File: src/rtl/tv80_bus_pkg.sv
// Shared types and strobe decode for the TV80 bus bridge.
package tv80_bus_pkg;

    localparam int unsigned ADDR_W  = 16;
    localparam int unsigned DATA_W  = 8;
    localparam int unsigned CNT_W   = 8;
    localparam int unsigned CNT_MAX = 255;

    typedef enum logic [2:0] {
        IDLE,
        REQ,
        RSP,
        DELAY,
        HOLD
    } state_e;

    typedef enum logic [2:0] {
        MEM_RD,
        MEM_WR,
        IO_RD,
        IO_WR,
        INTA
    } kind_e;

    typedef struct packed {
        logic  hit;
        kind_e kind;
    } decode_t;

    // Classify the current strobe pattern; refresh and idle buses never hit.
    function automatic decode_t decode_strobes(
        input logic mreq_n,
        input logic iorq_n,
        input logic rd_n,
        input logic wr_n,
        input logic m1_n,
        input logic rfsh_n
    );
        decode_t d;
        d.hit  = 1'b0;
        d.kind = MEM_RD;
        if (rfsh_n) begin
            if (!mreq_n && !rd_n) begin
                d.hit  = 1'b1;
                d.kind = MEM_RD;
            end else if (!mreq_n && !wr_n) begin
                d.hit  = 1'b1;
                d.kind = MEM_WR;
            end else if (!iorq_n && !m1_n) begin
                d.hit  = 1'b1;
                d.kind = INTA;
            end else if (!iorq_n && !rd_n) begin
                d.hit  = 1'b1;
                d.kind = IO_RD;
            end else if (!iorq_n && !wr_n) begin
                d.hit  = 1'b1;
                d.kind = IO_WR;
            end
        end
        return d;
    endfunction

    function automatic logic kind_is_write(input kind_e k);
        return (k == MEM_WR) || (k == IO_WR);
    endfunction

    function automatic logic kind_is_io(input kind_e k);
        return (k == IO_RD) || (k == IO_WR) || (k == INTA);
    endfunction

endpackage

File: src/rtl/tv80_bus_bridge.sv
// Turns TV80 bus strobes into a single-outstanding valid/ready fabric request,
// stretching the CPU with wait_n until the fabric answers plus a minimum wait.
module tv80_bus_bridge
    import tv80_bus_pkg::*;
#(
    parameter int unsigned MEM_WAIT = 0,
    parameter int unsigned IO_WAIT  = 1
) (
    input  logic              clk,
    input  logic              reset_n,
    input  logic              cen,
    input  logic              mreq_n,
    input  logic              iorq_n,
    input  logic              rd_n,
    input  logic              wr_n,
    input  logic              m1_n,
    input  logic              rfsh_n,
    input  logic [ADDR_W-1:0] A,
    input  logic [DATA_W-1:0] dout,
    output logic [DATA_W-1:0] di,
    output logic              wait_n,
    input  logic [DATA_W-1:0] int_vec,
    output logic              req_valid,
    output logic              req_we,
    output logic              req_io,
    output logic [ADDR_W-1:0] req_addr,
    output logic [DATA_W-1:0] req_wdata,
    input  logic              req_ready,
    input  logic              rsp_valid,
    input  logic [DATA_W-1:0] rsp_rdata
);

    if (MEM_WAIT > CNT_MAX || IO_WAIT > CNT_MAX) begin : g_bad_param
        $error("tv80_bus_bridge: wait parameters must not exceed %0d", CNT_MAX);
    end

    localparam logic [CNT_W-1:0] MEM_LOAD = CNT_W'(MEM_WAIT);
    localparam logic [CNT_W-1:0] IO_LOAD  = CNT_W'(IO_WAIT);

    state_e           state;
    kind_e            kind;
    logic [CNT_W-1:0] cnt;
    decode_t          dec_c;
    logic             start_c;
    logic [CNT_W-1:0] load_c;
    logic             release_c;

    assign dec_c = decode_strobes(mreq_n, iorq_n, rd_n, wr_n, m1_n, rfsh_n);

    // Gated by reset_n so wait_n reads released while the bridge is held in reset.
    assign start_c = reset_n & cen & (state == IDLE) & dec_c.hit;

    // Combinational so the CPU is stalled in the very cycle the strobe is seen.
    assign wait_n = ~(start_c | (state == REQ) | (state == RSP) | (state == DELAY));

    assign load_c    = kind_is_io(kind) ? IO_LOAD : MEM_LOAD;
    assign release_c = cen & rd_n & wr_n & (iorq_n | m1_n);

    always_ff @(posedge clk or negedge reset_n) begin
        if (!reset_n) begin
            state     <= IDLE;
            kind      <= MEM_RD;
            cnt       <= '0;
            di        <= '0;
            req_valid <= 1'b0;
            req_we    <= 1'b0;
            req_io    <= 1'b0;
            req_addr  <= '0;
            req_wdata <= '0;
        end else begin
            case (state)
                IDLE: begin
                    if (start_c) begin
                        kind      <= dec_c.kind;
                        req_addr  <= A;
                        req_wdata <= dout;
                        req_we    <= kind_is_write(dec_c.kind);
                        req_io    <= kind_is_io(dec_c.kind);
                        if (dec_c.kind == INTA) begin
                            di    <= int_vec;
                            cnt   <= IO_LOAD;
                            state <= DELAY;
                        end else begin
                            req_valid <= 1'b1;
                            state     <= REQ;
                        end
                    end
                end
                REQ: begin
                    if (req_ready) begin
                        req_valid <= 1'b0;
                        if (kind_is_write(kind)) begin
                            cnt   <= load_c;
                            state <= DELAY;
                        end else begin
                            state <= RSP;
                        end
                    end
                end
                RSP: begin
                    if (rsp_valid) begin
                        di    <= rsp_rdata;
                        cnt   <= load_c;
                        state <= DELAY;
                    end
                end
                DELAY: begin
                    // Zero count exits without waiting for cen; each cen consumes one wait state.
                    if (cnt == '0) begin
                        state <= HOLD;
                    end else if (cen) begin
                        cnt <= cnt - CNT_W'(1);
                    end
                end
                HOLD: begin
                    // Wait for the strobe to drop so one CPU cycle cannot start twice.
                    if (release_c) begin
                        state <= IDLE;
                    end
                end
                default: begin
                    state <= IDLE;
                end
            endcase
        end
    end

endmodule

File: config.mk
export PLATFORM = sky130hd
export DESIGN_NAME = tv80_bus_bridge
export DESIGN_NICKNAME = d
export VERILOG_FILES = /design/src/rtl/tv80_bus_pkg.sv /design/src/rtl/tv80_bus_bridge.sv
export SDC_FILE = /design/constraint.sdc
export NUM_CORES = 1
export LEC_CHECK = 0
export CAP_MARGIN = 0
export CELL_PAD_IN_SITES_DETAIL_PLACEMENT = 1
export CELL_PAD_IN_SITES_GLOBAL_PLACEMENT = 2
export CORE_MARGIN = 8
export CORE_UTILIZATION = 31
export CTS_CLUSTER_SIZE = 25
export DETAILED_ROUTE_END_ITERATION = 16
export HOLD_SLACK_MARGIN = 0.15
export PLACE_DENSITY = 0.82
export REMOVE_ABC_BUFFERS = 1
export SLEW_MARGIN = 0
export SYNTH_ARGS = -nofsm -noshare
export SYNTH_HDL_FRONTEND = slang
export SYNTH_SLANG_ARGS = --single-unit
File: constraint.sdc
create_clock -name clk -period 2.9 [get_ports clk]
set_input_delay 0.29 -clock clk [delete_from_list [all_inputs] [get_ports clk]]
set_output_delay 0.29 -clock clk [all_outputs]
set_load 0.02 [all_outputs]
; ---- Yosys cells after proc, flatten, opt, wreduce, memory -nomap -nowiden
; Cells that the tools add are included.
[totals]
inputBits = 51
out_inout_bits = 36
reg_bits = 49
word_cells = 100
[classes]
n_addsub = 1
bitwise_logic = 11
reduce_logical = 26
mux = 31
n_eq_ne = 22
[op_table]
columns = op, count
row1 = $mux W8, 10
row2 = $pmux W8 S4, 1
row3 = $mux W4, 6
row4 = $eq A3 B2 Y1 const B, 6
row5 = $pmux W8 S2, 1
row6 = $mux W3, 5
row7 = $pmux W3 S5, 1
row8 = $ne A2 B2 Y1 const B, 7
row9 = $eq A3 B1 Y1 const B, 3
row10 = $eq A3 B3 Y1 const B, 3
row11 = $logic_not A8 Y1, 1
row12 = $reduce_and A4 Y1, 2
row13 = $reduce_and A8 Y1, 1
row14 = $sub A8 B1 Y8 const B, 1
row15 = $and A1 B1 Y1, 6
row16 = $logic_or A1 B1 Y1, 6
row17 = $ne A2 B1 Y1 const B, 3
row18 = $logic_and A1 B1 Y1, 5
row19 = $logic_not A1 Y1, 5
row20 = $mux W1, 5
row21 = $reduce_and A5 Y1, 1
row22 = $or A1 B1 Y1, 4
row23 = $reduce_bool A2 Y1, 2
row24 = $reduce_bool A4 Y1, 1
row25 = 5 further kinds, 5

; ---- Longest topological paths before layout
[logic_depth]
ltp_word = 13
depth_mapped = 7

; ---- Worst setup path before layout
; No wires, ideal clock.
[synth_timing]
path_type = register to register
start = register cnt[0]
end = register cnt[0]
stages_incl_launch_ff = 7
path_slack_ns = 1.049
period_less_slack_ns = 1.851
arrival_time_ns = 1.758
setup_ns = 0.094
t_required_ns = 2.806
path_buffers = 0
path_cell_list = dfrtp_1 inv_1 ha_1 or3b_2 o21ai_1 nand2_1 a221oi_2
[synth_between]
elab_chain_len = 4
[synth_lines]
columns = element, line
row1 = from (decl), tv80_bus_bridge.sv:42  ; logic [CNT_W-1:0] cnt;
row2 = from (signal assigned), tv80_bus_bridge.sv:93  ; cnt <= load_c;
row3 = from (signal assigned), tv80_bus_bridge.sv:103  ; cnt <= load_c;
row4 = from (signal assigned), tv80_bus_bridge.sv:112  ; cnt <= cnt - CNT_W'(1);
row5 = $sub A8 B1 Y8, tv80_bus_bridge.sv:112
row6 = $mux W8, tv80_bus_bridge.sv:111  ; end else if (cen) begin
row7 = $mux W8, tv80_bus_bridge.sv:109  ; if (cnt == '0) begin
row8 = $pmux W8 S4, tv80_bus_bridge.sv:71  ; case (state)
; Parallel ways exist; a longest one is shown, timed or not. The select of a mux whose other input is x is not followed.
; A chain may end at the register's enable or synchronous reset.

; ---- Worst setup path after layout
[layout_timing]
start = register state[0]
end = output wait_n
[layout_between]
elab_chain_len = 7
[layout_lines]
columns = element, line
row1 = from (decl), tv80_bus_bridge.sv:40  ; state_e state;
row2 = from (signal assigned), tv80_bus_bridge.sv:61  ; state <= IDLE;
row3 = from (signal assigned), tv80_bus_bridge.sv:82  ; state <= DELAY;
row4 = from (signal assigned), tv80_bus_bridge.sv:85  ; state <= REQ;
row5 = $logic_not A3 Y1, tv80_bus_bridge.sv:51  ; assign start_c = reset_n & cen & (state == IDLE) & dec_c.hit;
row6 = $and A1 B1 Y1 (2 in a row), tv80_bus_bridge.sv:51
row7 = $or A1 B1 Y1 (2 in a row), tv80_bus_bridge.sv:54  ; assign wait_n = ~(start_c | (state == REQ) | (state == RSP) | (state == DELAY));
row8 = $or A1 B1 Y1 (*), tv80_bus_bridge.sv:54
row9 = $not A1 Y1 (*), tv80_bus_bridge.sv:54
row10 = to (decl), tv80_bus_bridge.sv:21  ; output logic wait_n,
; Mark *: on every way between the ends. The rest lies on a longest branch, timed or not.

==> impl_metrics.ini <==
[clocking]
cts.clk_slew.worst_paths_ns = 0.11
buffer_cell_driving_the_clock_tree_root = sky130_fd_sc_hd__clkbuf_8
htreeDepth = 2
tritoncts = yes
cts_repair_resize_count = 0
cts.sinks = 49
cts_max_path_buffers = 2
clock_latency_at_the_later_pin_of_the_worst_skew_pair_ns = 0.31
cts_inserted_buffers = 5

[final_layout]
fin_cells = 405
post_route_cells_drive_above_1_share_pct = 23.0
multi_input_area_sq_um = 1260
area_growth_syn_to_layout_pct = 41.4
finish.net_count = 352
n_fill_cell = 880
area.sequential_sq_um = 1230
final_area_sq_um = 3650
antenna_cells = 0
postLayoutCoreUtil_pct = 44.9

[floorplan]
floorplan.rows = 33
die_y_microns = 107
ioPinCount = 87
placeableCoreArea_sq_um = 8130
initial_utilization_pct = 31.7
fp.dieW_microns = 107
floorplan.die_area_sq_um = 11500

[synth]
yosysTopAreaCellShare_pct = 47.5
synth.largest_area_cell = sky130_fd_sc_hd__dfrtp_1
syn-instance-count = 209
synth.ff_latch_count = 49
post_synth.cell_area_avg_sq_um = 12.4
ys_warn_count = 0
number_of_enable_type_register_cells_in_the_synthesized_netlist = 0
async_reset_ff_share_pct = 100
synthFlopType = sky130_fd_sc_hd__dfrtp_1
synth.yosys.seq_area_share_pct = 47.5
synth.lib_cells_used.distinct = 61
synthTopCellsByArea = sky130_fd_sc_hd__dfrtp_1, sky130_fd_sc_hd__mux2_2, sky130_fd_sc_hd__mux2_4, sky130_fd_sc_hd__inv_1, sky130_fd_sc_hd__nor3b_1
synthesis.area_sq_um = 2580

[critical_path]
worstPathCellList = nor2_1 -> nand4_4 -> nor2_2 -> a21oi_1 -> clkdlybuf4s50_1
crit_slowest_cell = sky130_fd_sc_hd__dfrtp_1
timing_worst_setup_path_type = flop to primary output
critical_path.reg2reg.startpoint = state[0]
setup.worst_path.start = state[0]
worstSetupEndpointType = primary output
worst-path-buf-inv = 1
startpoint_type = flop
timing.critical_path.required_ns = 2.61
cp_top_family = flip-flops
worst_path_largest_cell_delay_ns = 0.67
critPathMaxFanout = 13
crit_arrival_ns = 2.10

[sta]
postLayoutSetupSlackWorst_ns = 0.515
rsz_0062_raised_after_global_routing = false
timing_hold_violations_final = 0
report.final.slew_viol_count = 0
finalSetupViolations = 0
hold_worst_slack_ns = 0.515
max_slew_margin_pct = 48.2
timing.clock.skew_ns = 0.0106
period_share_pct = 82.2
layout_min_cycle_time_ns = 2.39
setup-tns-final_ns = 0
maximum_frequency_from_static_timing_analysis_ghz = 0.419
worst-slew-pin-transition_ns = 0.771

[global_route]
via_count_of_the_first_global_routing_pass = 2352
antenna_found_initial = 0
grt_first_pass_wirelength_microns = 12300
grt_max_degree = 50
grt_overflow = 0
groute.usage.overall_pct = 13.2

[pwr]
power.net_switching_mw = 0.813
cellLeakagePower_nw = 1.54
power-per-cell-area_nw_per_um2 = 641
vdd.ir_drop.worst_mv = 0.302
power.internal_mw = 1.53
seq_power_share_pct = 42.0
combPwrFrac_pct = 39.5
switching_share_pct = 34.7
final_total_pwr_mw = 2.34
clockPowerShare_pct = 18.6

[drt]
vias = 2032
initialDrtViolationCount = 46
detailed_route_vias_per_instance = 5.02
detail-route-antenna-nets = 0
wirelength_microns = 7330
drt_drc_violations_left = 0
detail_route.first_pass.iterations = 4
detail_route.wl_per_cell_microns = 18.1

[placement]
place_congestion = 0.770
placed_cells = 396
placement.setup.worst_slack_ns = 0.497
place_hpwl_microns = 5660
buffer_ports.inserted = 86
dpl_cell_area_sq_um = 3540

[job]
number_of_max_cap_violations = 0

[worst_hold_path]
hold_path_startpoint = req_wdata[1]
holdCritPathClass = flop to flop

[run_status]
status = finished, final reports clean
-- flip-flops by register name, indices dropped and copies added, names as in the netlist --
| name | cells |
|---|---|
| cnt | 8 |
| req_wdata | 8 |
| di | 8 |
| state | 3 |
| req_io | 1 |
| req_valid | 1 |
| req_we | 1 |
| kind | 3 |
| req_addr | 16 |
-- power by group through the flow --
stage,Clock [mW],Combinational (mW),Sequential (mW)
global route,0.478,0.992,1.01
detailed placement,0,0.935,0.995
floorplan,0,0.337,1.13
finish,0.434,0.923,0.982
CTS,0.457,0.941,0.985
global placement,0,0.909,0.987
-- synth_stat cells, types with 2 or more instances --
cell,n
sky130_fd_sc_hd__dfrtp_1,49
sky130_fd_sc_hd__mux2_2,33
sky130_fd_sc_hd__inv_1,11
sky130_fd_sc_hd__nand2_1,9
sky130_fd_sc_hd__mux2_4,8
sky130_fd_sc_hd__o21ai_0,6
sky130_fd_sc_hd__a21oi_1,5
sky130_fd_sc_hd__nor2_1,5
sky130_fd_sc_hd__nor3b_1,5
sky130_fd_sc_hd__a31oi_1,3
sky130_fd_sc_hd__a41oi_1,3
sky130_fd_sc_hd__buf_2,3
sky130_fd_sc_hd__nand2b_1,3
sky130_fd_sc_hd__nand3_1,3
sky130_fd_sc_hd__nor3_1,3
sky130_fd_sc_hd__a211oi_1,2
sky130_fd_sc_hd__a21o_1,2
sky130_fd_sc_hd__a311oi_1,2
sky130_fd_sc_hd__buf_4,2
sky130_fd_sc_hd__buf_6,2
sky130_fd_sc_hd__ha_1,2
sky130_fd_sc_hd__mux2i_1,2
sky130_fd_sc_hd__nand3b_1,2
sky130_fd_sc_hd__o211a_1,2
sky130_fd_sc_hd__o211ai_1,2
sky130_fd_sc_hd__o221a_2,2
sky130_fd_sc_hd__o22ai_1,2
sky130_fd_sc_hd__o32ai_1,2
sky130_fd_sc_hd__o41ai_1,2
-- layout make-up --
| cell class | count | area share (%) |
|---|---|---|
| clock buffers | 5 | 1.89 |
| clock inverters | 3 | 0.720 |
| well taps | 105 | 3.60 |
| multi-input cells | 141 | 34.5 |
| repair buffers | 91 | 24.5 |
| flip-flops and latches | 49 | 33.6 |
| inverters | 11 | 1.13 |
-- cells by family after synthesis --
group,count (synthesis),synth area share [%]
compound gates,51,16.2
xor+xnor,2,0.679
fa+ha+maj,2,0.969
buf+inv,19,3.78
flops,49,47.5
mux,43,19.8
simple gates,43,11.0
-- per-layer routing --
| layer | global-route usage, % | wire length, microns | vias to the layer above |
|---|---|---|---|
| li1 | - | - | 971 |
| met1 | 14.7 | 2940 | 1012 |
| met2 | 22.6 | 3750 | 45 |
| met3 | 5.87 | 590 | 4 |
| met4 | 2.91 | 48 | 0 |
| met5 | 0 | 0 | - |
-- cell usage in the layout (no fill, tap or decap), types with 4 or more instances in the layout --
cell	n
sky130_fd_sc_hd__clkbuf_8	5
sky130_fd_sc_hd__mux2_2	33
sky130_fd_sc_hd__inv_1	11
sky130_fd_sc_hd__mux2_4	8
sky130_fd_sc_hd__nand2_1	9
sky130_fd_sc_hd__dfrtp_1	49
sky130_fd_sc_hd__nor3b_1	5
sky130_fd_sc_hd__nor2_1	4
sky130_fd_sc_hd__clkdlybuf4s50_1	85
sky130_fd_sc_hd__buf_4	4
sky130_fd_sc_hd__a21oi_1	5
sky130_fd_sc_hd__o21ai_0	6
-- repair_timing --
item,CTS,global route
endpoints found under the hold margin,49,0
hold buffers,1,0
buffers inserted,0,0
-- path summary, 6_finish.rpt --
kind / to / slack, ns / cells after the start
worst max-delay path: wait_n / 0.51 / 5
worst min-delay path: req_wdata[1] / 0.52 / 1
worst max register to register: di[1] / 0.71 / 4
worst min register to register: req_wdata[1] / 0.52 / 1
max in group asynchronous: cnt[6] / 1.82 / 3
min in group asynchronous: kind[2] / 0.65 / 3
No activity file was read; power rests on OpenSTA's default activity.
